**config.mk**
```make
export PLATFORM = sky130hd
export DESIGN_NAME = dcache_flush_engine_flat
export DESIGN_NICKNAME = d
export VERILOG_FILES = /design/src/rtl/dcache_pkg.sv /design/src/rtl/dcache_flush_engine_if.sv /design/src/rtl/dcache_flush_engine.sv /design/src/flat_wrapper.sv
export SDC_FILE = /design/constraint.sdc
export NUM_CORES = 1
export LEC_CHECK = 0
export CELL_PAD_IN_SITES_DETAIL_PLACEMENT = 1
export CELL_PAD_IN_SITES_GLOBAL_PLACEMENT = 1
export CORE_ASPECT_RATIO = 1.1
export CORE_MARGIN = 4
export CORE_UTILIZATION = 31
export DETAILED_ROUTE_END_ITERATION = 8
export GPL_ROUTABILITY_DRIVEN = 1
export HOLD_SLACK_MARGIN = 0.08
export PLACE_DENSITY = 0.9
export SLEW_MARGIN = 5
export SYNTH_ARGS = -nofsm -noshare
export SYNTH_HDL_FRONTEND = slang
export SYNTH_SLANG_ARGS = --single-unit
export TNS_END_PERCENT = 5
```
**constraint.sdc**
```tcl
create_clock -name clock -period 3.61 [get_ports clock]
set_clock_uncertainty 0.05 [all_clocks]
set_input_delay 0.361 -clock clock [delete_from_list [all_inputs] [get_ports clock]]
set_output_delay 0.361 -clock clock [all_outputs]
set_load 0.02 [all_outputs]
```
**src/rtl/dcache_pkg.sv**
```systemverilog
// Shared data-cache definitions: drain FSM states, default geometry and the drain opcode.
package dcache_pkg;

    typedef enum logic [1:0] {
        IDLE  = 2'd0,
        SCAN  = 2'd1,
        WRITE = 2'd2,
        DONE  = 2'd3
    } flush_state_t;

    localparam int DEFAULT_NUM_LINES = 4;
    localparam int DEFAULT_LINE_BITS = 128;
    localparam int DEFAULT_ADDR_BITS = 32;

    localparam logic [6:0] DRAIN_OPCODE = 7'h7F;

endpackage

```
**src/rtl/dcache_flush_engine_if.sv**
```systemverilog
// Line-write bus between the drain engine (master) and main memory (slave).
interface dcache_flush_engine_if #(
    parameter int ADDR_BITS = dcache_pkg::DEFAULT_ADDR_BITS,
    parameter int LINE_BITS = dcache_pkg::DEFAULT_LINE_BITS
);
    logic                 mem_req;
    logic [ADDR_BITS-1:0] mem_addr;
    logic [LINE_BITS-1:0] mem_wdata;
    logic                 mem_ready;

    modport master (
        output mem_req,
        output mem_addr,
        output mem_wdata,
        input  mem_ready
    );

    modport slave (
        input  mem_req,
        input  mem_addr,
        input  mem_wdata,
        output mem_ready
    );
endinterface

```
**src/rtl/dcache_flush_engine.sv**
```systemverilog
// Write-back drain engine: walks all cache lines and writes dirty ones to memory.
// Optional macro DCACHE_FLUSH_INVALIDATE_EN adds an invalidate output that empties the cache.
module dcache_flush_engine
    import dcache_pkg::*;
#(
    parameter int NUM_LINES = DEFAULT_NUM_LINES,
    parameter int LINE_BITS = DEFAULT_LINE_BITS,
    parameter int ADDR_BITS = DEFAULT_ADDR_BITS,
    localparam int INDEX_BITS  = $clog2(NUM_LINES),
    localparam int OFFSET_BITS = $clog2(LINE_BITS / 8),
    localparam int TAG_BITS    = ADDR_BITS - INDEX_BITS - OFFSET_BITS
) (
    input  logic                  clock,
    input  logic                  reset,
    input  logic                  flush_req,
    output logic                  flush_busy,
    output logic                  flush_done,
    output logic [INDEX_BITS-1:0] line_idx,
    input  logic                  line_valid,
    input  logic                  line_dirty,
    input  logic [TAG_BITS-1:0]   line_tag,
    input  logic [LINE_BITS-1:0]  line_data,
    output logic                  clear_dirty,
`ifdef DCACHE_FLUSH_INVALIDATE_EN
    output logic                  invalidate,
`endif
    dcache_flush_engine_if.master mem,
    output logic [INDEX_BITS:0]   lines_written
);

    localparam logic [INDEX_BITS-1:0] LAST_IDX = INDEX_BITS'(NUM_LINES - 1);

    flush_state_t          state_r;
    flush_state_t          state_nxt_s;
    logic [INDEX_BITS-1:0] idx_r;
    logic [INDEX_BITS-1:0] idx_nxt_s;
    logic                  pending_r;
    logic                  pending_nxt_s;
    logic [INDEX_BITS:0]   written_r;
    logic [INDEX_BITS:0]   written_nxt_s;
    logic [ADDR_BITS-1:0]  addr_r;
    logic [LINE_BITS-1:0]  wdata_r;
    logic                  busy_r;
    logic                  done_r;
    logic                  req_r;
    logic                  latch_s;
    logic                  clear_s;
    logic                  last_s;

    assign last_s = (idx_r == LAST_IDX);

    // Next-state, line walk and write-completion decode.
    always_comb begin
        state_nxt_s   = state_r;
        idx_nxt_s     = idx_r;
        pending_nxt_s = pending_r;
        written_nxt_s = written_r;
        latch_s       = 1'b0;
        clear_s       = 1'b0;
        case (state_r)
            IDLE: begin
                if (flush_req) begin
                    state_nxt_s   = SCAN;
                    idx_nxt_s     = '0;
                    written_nxt_s = '0;
                end else begin
                    state_nxt_s = IDLE;
                end
            end
            SCAN: begin
                pending_nxt_s = pending_r | flush_req;
                if (line_valid && line_dirty) begin
                    state_nxt_s = WRITE;
                    latch_s     = 1'b1;
                end else if (last_s) begin
                    state_nxt_s = DONE;
                end else begin
                    idx_nxt_s = idx_r + INDEX_BITS'(1);
                end
            end
            WRITE: begin
                pending_nxt_s = pending_r | flush_req;
                if (mem.mem_ready) begin
                    clear_s       = 1'b1;
                    written_nxt_s = written_r + (INDEX_BITS+1)'(1);
                    if (last_s) begin
                        state_nxt_s = DONE;
                    end else begin
                        state_nxt_s = SCAN;
                        idx_nxt_s   = idx_r + INDEX_BITS'(1);
                    end
                end else begin
                    state_nxt_s = WRITE;
                end
            end
            DONE: begin
                // A request arriving in DONE is folded into the pending restart.
                idx_nxt_s     = '0;
                pending_nxt_s = 1'b0;
                if (pending_r || flush_req) begin
                    state_nxt_s   = SCAN;
                    written_nxt_s = '0;
                end else begin
                    state_nxt_s = IDLE;
                end
            end
            default: begin
                state_nxt_s   = IDLE;
                idx_nxt_s     = '0;
                pending_nxt_s = 1'b0;
            end
        endcase
    end

    // State, walk counter and registered status outputs.
    always_ff @(posedge clock or negedge reset) begin
        if (!reset) begin
            state_r   <= IDLE;
            idx_r     <= '0;
            pending_r <= 1'b0;
            written_r <= '0;
            busy_r    <= 1'b0;
            done_r    <= 1'b0;
            req_r     <= 1'b0;
        end else begin
            state_r   <= state_nxt_s;
            idx_r     <= idx_nxt_s;
            pending_r <= pending_nxt_s;
            written_r <= written_nxt_s;
            busy_r    <= (state_nxt_s != IDLE);
            done_r    <= (state_nxt_s == DONE);
            req_r     <= (state_nxt_s == WRITE);
        end
    end

    // Write address and data are captured once and held until memory accepts.
    always_ff @(posedge clock or negedge reset) begin
        if (!reset) begin
            addr_r  <= '0;
            wdata_r <= '0;
        end else if (latch_s) begin
            addr_r  <= {line_tag, idx_r, {OFFSET_BITS{1'b0}}};
            wdata_r <= line_data;
        end else begin
            addr_r  <= addr_r;
            wdata_r <= wdata_r;
        end
    end

    // clear_dirty must coincide with the accepting cycle while line_idx still points at the line.
    assign clear_dirty   = clear_s;
    assign flush_busy    = busy_r;
    assign flush_done    = done_r;
    assign line_idx      = idx_r;
    assign lines_written = written_r;
    assign mem.mem_req   = req_r;
    assign mem.mem_addr  = addr_r;
    assign mem.mem_wdata = wdata_r;

`ifdef DCACHE_FLUSH_INVALIDATE_EN
    // Written lines and valid clean lines are both dropped as the walk passes them.
    always_comb begin
        invalidate = clear_s | ((state_r == SCAN) & line_valid & ~line_dirty);
    end
`endif

endmodule

```
**src/flat_wrapper.sv**
```systemverilog
// flat-port wrapper written by rule: the top's interface ports become plain ports
module dcache_flush_engine_flat import dcache_pkg::*;
#(
    parameter int NUM_LINES = DEFAULT_NUM_LINES,
    parameter int LINE_BITS = DEFAULT_LINE_BITS,
    parameter int ADDR_BITS = DEFAULT_ADDR_BITS,
    localparam int INDEX_BITS  = $clog2(NUM_LINES),
    localparam int OFFSET_BITS = $clog2(LINE_BITS / 8),
    localparam int TAG_BITS    = ADDR_BITS - INDEX_BITS - OFFSET_BITS
)
  (clock, reset, flush_req, flush_busy, flush_done, line_idx, line_valid, line_dirty, line_tag, line_data, clear_dirty, lines_written, mem_mem_req, mem_mem_addr, mem_mem_wdata, mem_mem_ready);
  dcache_flush_engine_if #(.ADDR_BITS(ADDR_BITS), .LINE_BITS(LINE_BITS)) mem_i ();
  input  logic clock;
  input  logic reset;
  input  logic flush_req;
  output logic flush_busy;
  output logic flush_done;
  output logic [INDEX_BITS-1:0] line_idx;
  input  logic line_valid;
  input  logic line_dirty;
  input  logic [TAG_BITS-1:0] line_tag;
  input  logic [LINE_BITS-1:0] line_data;
  output logic clear_dirty;
  output logic [INDEX_BITS:0] lines_written;
  output wire logic [$bits(mem_i.mem_req)-1:0] mem_mem_req;
  output wire logic [$bits(mem_i.mem_addr)-1:0] mem_mem_addr;
  output wire logic [$bits(mem_i.mem_wdata)-1:0] mem_mem_wdata;
  input wire logic [$bits(mem_i.mem_ready)-1:0] mem_mem_ready;
  assign mem_mem_req = mem_i.mem_req;
  assign mem_mem_addr = mem_i.mem_addr;
  assign mem_mem_wdata = mem_i.mem_wdata;
  assign mem_i.mem_ready = mem_mem_ready;
  dcache_flush_engine #(.NUM_LINES(NUM_LINES), .LINE_BITS(LINE_BITS), .ADDR_BITS(ADDR_BITS)) u_core (.clock(clock), .reset(reset), .flush_req(flush_req), .flush_busy(flush_busy), .flush_done(flush_done), .line_idx(line_idx), .line_valid(line_valid), .line_dirty(line_dirty), .line_tag(line_tag), .line_data(line_data), .clear_dirty(clear_dirty), .mem(mem_i), .lines_written(lines_written));
endmodule
```
# Word-level counts from Yosys, hierarchy flattened
# Index checks and enable logic that the tools add are counted.
classes:
  n_mux: 21
  bitwise: 1
  n_eq_ne: 10
  addsub: 2
  reduce_logical: 9
op_table:
  columns: ["cell", "count"]
  rows:
  - ["$mux 2", 8]
  - ["$pmux 2 s4", 2]
  - ["$eq 2x2->1 const B", 5]
  - ["$mux 3", 3]
  - ["$pmux 3 s3", 1]
  - ["$mux 1", 6]
  - ["$ne 2x2->1 const B", 3]
  - ["$reduce_and 4->1", 1]
  - ["$reduce_bool 2->1", 2]
  - ["$add 3x1->3 const B", 1]
  - ["$reduce_and 3->1", 1]
  - ["$reduce_bool 3->1", 1]
  - ["$add 2x1->2 const B", 1]
  - ["$eq 2x1->1 const B", 1]
  - ["$logic_not 2->1", 1]
  - ["$ne 2x1->1 const B", 1]
  - ["$pmux 1 s2", 1]
  - ["$reduce_or 2->1", 1]
  - ["$logic_and 1x1->1", 1]
  - ["$logic_or 1x1->1", 1]
  - ["$or 1x1->1", 1]
totals:
  elab_cells: 52
  inputBits: 160
  reg_bits: 167

# Depth between registers and ports, before layout
# Gate-level depths: netlist of the first run.
logic_depth:
  word_depth: 5
  mapped_depth: 8
  mapped_depth_nobuf: 5

# Least setup slack after synthesis of the first run
# OpenSTA, ideal clock, no wires.
synth_path:
  path_type: "reg2reg"
  startpoint: "reg u_core.state_r[1]"
  endpoint: "reg u_core.idx_r[1], in the netlist u_core.line_idx[1]"
  setup_ns: 0.121
  synth_period_minus_slack_ns: 1.747
  path_stages_with_launch: 7
  setup_slack_ns: 1.863
  arrival_time_ns: 1.576
  cell_sequence: "dfrtp_1 -> inv_1 -> ha_1 -> and3_4 -> buf_6 -> or3_1 -> a22o_1"
synth_between:
  elab_chain_len: 3
synth_rtl:
  columns: ["element", "line", "text"]
  rows:
  - ["start, declared", "dcache_flush_engine.sv:33", "flush_state_t state_r;"]
  - ["start signal, assigned", "dcache_flush_engine.sv:126", "state_r <= state_nxt_s;"]
  - ["$eq 2x1->1, or another cell as far along", "dcache_flush_engine.sv:60", "case (state_r)"]
  - ["$ne 2x2->1 (no line)", null, null]
  - ["$reduce_and 3->1 (no line)", null, null]
  - ["end signal, assigned", "dcache_flush_engine.sv:127", "idx_r <= idx_nxt_s;"]
  - ["end, declared", "dcache_flush_engine.sv:35", "logic [INDEX_BITS-1:0] idx_r;"]
# Parallel ways exist; a longest one is shown, timed or not.
# A chain may end at the register's enable or synchronous reset.

# Worst setup path after layout of the first run
layout_path:
  startpoint: "reg u_core.state_r[1]"
  endpoint: "reg u_core.wdata_r[114], in the netlist u_core.mem.mem_wdata[114]"
layout_between:
  elab_chain_len: 2
layout_rtl:
  columns: ["element", "line", "text"]
  rows:
  - ["$eq 2x1->1", "dcache_flush_engine.sv:60", null]
  - ["$mux 1", "dcache_flush_engine.sv:60", null]
  - ["end signal, assigned", "dcache_flush_engine.sv:143", "wdata_r <= line_data;"]
  - ["end signal, assigned", "dcache_flush_engine.sv:146", "wdata_r <= wdata_r;"]
  - ["end, declared", "dcache_flush_engine.sv:42", "logic [LINE_BITS-1:0] wdata_r;"]
# No other way between the ends.

==> flow_summary_export.csv, run 1 <==
group,metric,value,unit
setup_path,critical_path_class,"flop to flop",
clock_tree,cts_tree,"yes",
drt,dr.pass1.iters,4,
clock_tree,clockBufferDepth,2,
clock_tree,cts.sinks,167,
clock_tree,cts_setup_buffers,0,
logic_synthesis,syn_area_per_cell,9.08,sq um
timing,setup_viol,0,
drt,drc,0,
run_status,outcome,"completed",
timing,finalHoldViolCount,0,
logic_synthesis,syn_area,6580,sq um
clock_tree,htree_levels,4,
logic_synthesis,synthCells,725,
clock_tree,cts_buffers,17,
clock_tree,cts-root-buf,"clkbuf_16",
placement,gp_congestion,0.757,
timing,max_slew_margin,41.4,%
timing,finalCritPeriodShare,76.8,%
logic_synthesis,ys_ff_latch,167,
final_layout,n_fill_cell,2320,
clock_tree,postCtsHoldBufs,1,
die,die_area,23600,sq um
global_routing,grt_max_degree,90,
die,start_util,31.8,%
hold_path,hp-class,"input port to flop",
global_routing,antenna_found_initial,1,
drt,drt_iter0_drc,191,
logic_synthesis,yosysTopAreaCell,"dfrtp_1",
timing,rsz0062_at_grt,"false",
setup_path,ff2ff_setup_slack,0.84,ns
die,die_x,147,um
setup_path,cp-start-kind,"flop",
global_routing,track_usage,19.4,%
logic_synthesis,seq_area_frac_synth,63.5,%
global_routing,overflow,0,
logic_synthesis,yosysWarnings,0,
timing,timing.fmax,0.360,GHz
global_routing,grt_pass1_vias,6799,
global_routing,grt_pass1_wl,36.5,mm
drt,drtAntennaViolNets,0,
drt,wire_per_inst,17.1,um
final_layout,multiInputGateArea,2180,sq um
timing,tns,0,ns
setup_path,cp_max_fo,83,
job,cap_violations,0,
die,dieHeight,161,um
power_and_ir_drop,ir_worst_vdd,384,uV
timing,tightestPinTransition,0.880,ns
setup_path,crit_arrival,3.07,ns
setup_path,crit_required,3.91,ns
placement,hpwl,17.0,mm
drt,drt-total-wl,22.9,mm
power_and_ir_drop,cellLeakagePower,5.13,nW
timing,period_needed,2.77,ns
drt,vias,6071,
final_layout,drive_gt1_share,4.18,%
final_layout,final_util,51.3,%
final_layout,syn_to_final_growth,61.5,%
clock_tree,path_clk_slew,0.08,ns
power_and_ir_drop,power_density,887,nW/um^2
setup_path,crit_path_end_kind,"flop",
clock_tree,ctsResizeCount,0,
logic_synthesis,synth_area_leaders,"dfrtp_1 63%, nand2_1 27%, buf_4 2.2%, ha_1 1.5%, clkbuf_1 0.86%",
die,pin_count,329,
power_and_ir_drop,p_total,9.43,mW
timing,drv_slew,0,
final_layout,layout.nets,1207,
logic_synthesis,synthDistinctLibCells,36,
die,num_rows,55,
clock_tree,clk_latency,0.42,ns
logic_synthesis,synth_top_area_share,63.5,%
final_layout,regArea,4180,sq um
placement,port_buffers,324,
die,coreArea,20700,sq um
drt,avgViaCountPerCell,4.54,
timing,hold_slack,0.413,ns
## worst max-delay path, stage by stage, from the launching register on
cell and delay [ns]:
dfrtp_1 0.41, inv_1 0.11, ha_1 0.31, nand3_4 0.12
buf_4 0.67, buf_4 0.76, nand2_1 0.15, nand2_1 0.10
## state kept, by name, summed over array words and instances (netlist names)
register / flops
u_core.flush_busy: 1
u_core.mem.mem_addr: 28
u_core.lines_written: 3
u_core.state_r: 2
u_core.mem.mem_req: 1
u_core.flush_done: 1
u_core.mem.mem_wdata: 128
u_core.line_idx: 2
u_core.pending_r: 1
## kinds of logic after synthesis
group / after synthesis / synth area share (%)
buffers and inverters: 44 / 3.78
other: 1 / 0.0570
flip-flops: 167 / 63.5
adder cells (fa/ha/maj): 8 / 1.52
AND/OR/NAND/NOR: 487 / 28.8
multiplexers: 2 / 0.323
AO/OA/AOI/OAI: 16 / 2.05
## layout by cell type (no fill, tap or decap), types with 2 or more instances in the layout
master	n
nand2_1	468
clkdlybuf4s50_1	323
dfrtp_1	167
clkbuf_16	17
ha_1	8
inv_1	5
conb_1	4
inv_6	4
nor2b_1	3
a21oi_1	3
nand3b_1	3
clkinvlp_4	3
inv_8	3
buf_4	3
buf_12	3
o21a_1	2
nor2_1	2
nor3b_1	2
o41ai_1	2
clkinv_4	2
## cells in the mapped netlist
cell type and instances:
a2111oi_0 1, a2111oi_4 1, a211oi_1 1, a21o_1 1
a21oi_1 3, a22o_1 1, a2bb2oi_1 1, and2_1 1
and3_4 1, buf_2 4, buf_4 19, buf_6 1
clkbuf_1 15, conb_1 1, dfrtp_1 167, ha_1 8
inv_1 5, mux2_2 1, mux2i_1 1, nand2_1 468
nand2b_1 1, nand3_1 1, nand3b_1 3, nor2_1 2
nor2b_1 3, nor2b_4 1, nor3_1 1, nor3b_1 2
nor4_2 1, o211ai_1 1, o21a_1 2, o21ai_0 1
o22ai_1 1, o41ai_1 2, or3_1 1, or4_1 1
## power breakdown
group / leakage (nW) / internal (mW) / switching (mW)
registers: 2.09 / 2.73 / 0.484
clock network: 0.267 / 0.925 / 0.838
logic: 2.78 / 2.02 / 2.44
## metal layers
layer / share of wire, % / vias to the layer above / routed length (um) / global-route usage, %
li1: - / 2832 / - / -
met1: 38 / 2971 / 8680 / 21.6
met2: 52 / 226 / 11800 / 34.5
met3: 7.0 / 42 / 1610 / 5.98
met4: 3.3 / 0 / 743 / 7.80
met5: 0 / - / 0 / 0
## cell type report
type | count | share of cell area [%]
clock buffer | 19 | 4.17
tap | 285 | 3.35
clock inverter | 13 | 1.07
timing repair buffer | 331 | 31.4
multi-input combinational | 517 | 20.5
antenna | 1 | 0.0235
sequential | 167 | 39.3
inverter | 5 | 0.177
## stage by stage
step	setup WS [ns]	cells	area (sq um)
2_1_floorplan	1.86	728	6590
3_3_place_gp	0.773	1304	10100
3_5_place_dp	0.756	1304	10100
4_1_cts	0.756	1337	10600
5_1_grt	0.573	1338	10600
6_report	0.836	1338	10600
## final timing paths
check                                         startpoint                        end  cells after the start
worst max-delay path                   u_core.state_r[1]  u_core.mem.mem_wdata[114]                      7
worst min-delay path                       line_data[67]   u_core.mem.mem_wdata[67]                      3
worst max register to register         u_core.state_r[1]  u_core.mem.mem_wdata[114]                      7
worst min register to register  u_core.mem.mem_wdata[49]   u_core.mem.mem_wdata[49]                      2
max in group asynchronous                          reset  u_core.mem.mem_wdata[122]                      3
min in group asynchronous                          reset   u_core.mem.mem_wdata[97]                      2
Note: power is estimated with default switching activity, not from simulation.
==> run 2, diff against run 1 <==
Settings changed: CORE_UTILIZATION 31 to 29, PLACE_DENSITY 0.9 to 0.85.
Clock period 3.61 ns to 2.85 ns, I/O delays scaled along.
==> run 2 against run 1 <==
  * Sequential power up 26%
  * Global-route usage down 1.4 points
  * Clock-buffer cell count unchanged
  * Highest routed layer unchanged
  * First-iteration DRC count down 7.3%
  * Total power up 28%
  * Combinational power up 26%
  * Worst hold slack worse by 0.088 ns
==> flow_summary_export.csv, run 2 (synthesized netlist as in run 1, its figures left out) <==
group,metric,value,unit
setup_path,crit_chain,"inv_1 > ha_1 > and2_1 > clkdlybuf4s50_1",
global_routing,grt_pass1_wl,35.9,mm
clock_tree,cts_tree,"yes",
timing,rsz0062_at_grt,"false",
clock_tree,cts_buffers,17,
die,start_util,29.7,%
drt,drt_iter0_drc,177,
placement,placed_area,10100,sq um
timing,tns,0,ns
placement,place_ws,0.788,ns
clock_tree,path_clk_slew,0.08,ns
setup_path,ff2ff_path_depth,6,
hold_path,min_to,"u_core.mem.mem_wdata[49]",
hold_path,hold_start,"line_data[49]",
setup_path,ff2ff_setup_slack,0.79,ns
setup_path,crit_family,"buffers and inverters",
global_routing,antenna_found_initial,0,
power_and_ir_drop,swShare,39.0,%
power_and_ir_drop,p_seq_share,33.5,%
timing,setup_viol,0,
die,pin_count,329,
final_layout,largest_reg_flops,128,
clock_tree,clockBufferDepth,2,
placement,place_inst,1314,
power_and_ir_drop,cellLeakagePower,5.17,nW
drt,avgViaCountPerCell,4.46,
setup_path,cpPeakStageDelay,0.63,ns
final_layout,final_area,10700,sq um
drt,drt-total-wl,22.4,mm
timing,drv_slew,0,
final_layout,final_common_cell,"nand2_1",
power_and_ir_drop,p_sw,4.72,mW
setup_path,cp-start-kind,"flop",
placement,gp_congestion,0.782,
final_layout,layout.nets,1207,
die,coreArea,22200,sq um
clock_tree,clk_latency,0.42,ns
clock_tree,ctsResizeCount,0,
setup_path,slowest_stage,"clkdlybuf4s50_1",
die,dieHeight,166,um
final_layout,syn_to_final_growth,62.9,%
job,cap_violations,0,
final_layout,n_antenna_cell,0,
clock_tree,cts.sinks,167,
drt,wire_per_inst,16.6,um
global_routing,overflow,0,
power_and_ir_drop,power_density,1130,nW/um^2
hold_path,hp-class,"input port to flop",
placement,hpwl,16.6,mm
global_routing,track_usage,18.0,%
clock_tree,htree_levels,4,
timing,tightestPinTransition,0.625,ns
setup_path,critical_path_class,"flop to primary output",
final_layout,final_cell_mix,"468 x nand2_1, 323 x clkdlybuf4s50_1, 167 x dfrtp_1",
power_and_ir_drop,clock_power_share,19.9,%
final_layout,final_cells,1347,
power_and_ir_drop,p_comb_share,46.6,%
setup_path,worstReg2RegEnd,"u_core.mem.mem_wdata[122]",
timing,finalCritPeriodShare,88.2,%
timing,layout_setup_ws,0.337,ns
setup_path,crit_required,2.52,ns
power_and_ir_drop,power.internal,7.38,mW
clock_tree,cts-root-buf,"clkbuf_16",
setup_path,crit_buf_inv,2,
timing,finalHoldViolCount,0,
setup_path,crit_arrival,2.18,ns
power_and_ir_drop,ir_worst_vdd,480,uV
timing,period_needed,2.51,ns
die,die_area,25200,sq um
setup_path,crit_path_end_kind,"primary output",
timing,max_slew_margin,58.4,%
drt,drtAntennaViolNets,0,
drt,dr.pass1.iters,4,
placement,port_buffers,324,
final_layout,drive_gt1_share,4.18,%
run_status,outcome,"completed",
setup_path,cp_max_fo,7,
setup_path,reg2reg_from,"u_core.state_r[1]",
global_routing,grt_max_degree,89,
drt,drc,0,
die,die_x,152,um
drt,vias,6002,
die,num_rows,57,
timing,timing.fmax,0.398,GHz
hold_path,holdPathStages,3,
global_routing,grt_pass1_vias,6696,
==> run 2: cell types whose count changed in the layout (fill, tap and decap cells not counted) <==
cell	before	now
buf_12	3	6
buf_4	3	0
bufinv_16	0	2
clkinv_2	1	0
clkinvlp_4	3	2
diode_2	1	0
==> run 2: power groups by stage <==
| stage | Sequential, mW | Clock (mW) | Combinational (mW) |
|---|---|---|---|
| after floorplan | 5.36 | 0 | 1.39 |
| after global placement | 4.03 | 0 | 5.55 |
| after detailed placement | 4.11 | 0 | 5.70 |
| after CTS | 4.07 | 2.49 | 5.74 |
| after global routing | 4.22 | 2.61 | 6.12 |
| final | 4.05 | 2.41 | 5.64 |
==> run 2: worst reg2reg max path: cells and delay by family, from the launching register on <==
family                   cells  cell delay (ns)
buffers and inverters        2             0.49
AND/OR/NAND/NOR              3             0.68
adder cells (fa/ha/maj)      1             0.35
flip-flops                   1             0.44
==> run 2: worst max-delay path by stage <==
stage	from	to	slack (ns)	depth (start not counted)
after floorplan	u_core.state_r[1]	u_core.line_idx[1]	1.10	6
final	u_core.state_r[0]	clear_dirty	0.34	4
after detailed placement	u_core.state_r[0]	clear_dirty	0.79	4
after global placement	u_core.state_r[0]	clear_dirty	0.85	4
after CTS	u_core.state_r[0]	clear_dirty	0.31	4
after global routing	u_core.state_r[0]	clear_dirty	0.21	4
==> run 2: final cells by class <==
class / instances / area [sq um]
Clock buffer: 19 / 443
Clock inverter: 13 / 161
Fill cell: 2530 / 11500
Inverter: 5 / 18.8
Multi-Input combinational cell: 517 / 2180
Sequential cell: 167 / 4180
Tap cell: 295 / 369
Timing Repair Buffer: 331 / 3370
==> run 2: per-stage QoR <==
stage               hold WS, ns  power, mW  util [%]
floorplan               -0.0606       6.75         -
global placement          0.288       9.58      45.6
detailed placement        0.285       9.81      45.6
CTS                       0.302       12.3      48.4
global route              0.321       12.9      48.4
finish                    0.325       12.1      48.4
==> run 2: timing repair <==
item / 4_1_cts / 5_1_grt
hold buffers: 1 / 0
endpoints found under the hold margin: 62 / 0
buffers inserted: 0 / 0
==> run 2: metal layers <==
metal	vias to the layer above	GRT usage [%]	share of wire, %
met3	42	7.21	10
met1	2906	19.5	36
met4	0	6.84	3.2
li1	2824	-	-
met2	230	31.4	50
met5	-	0	0
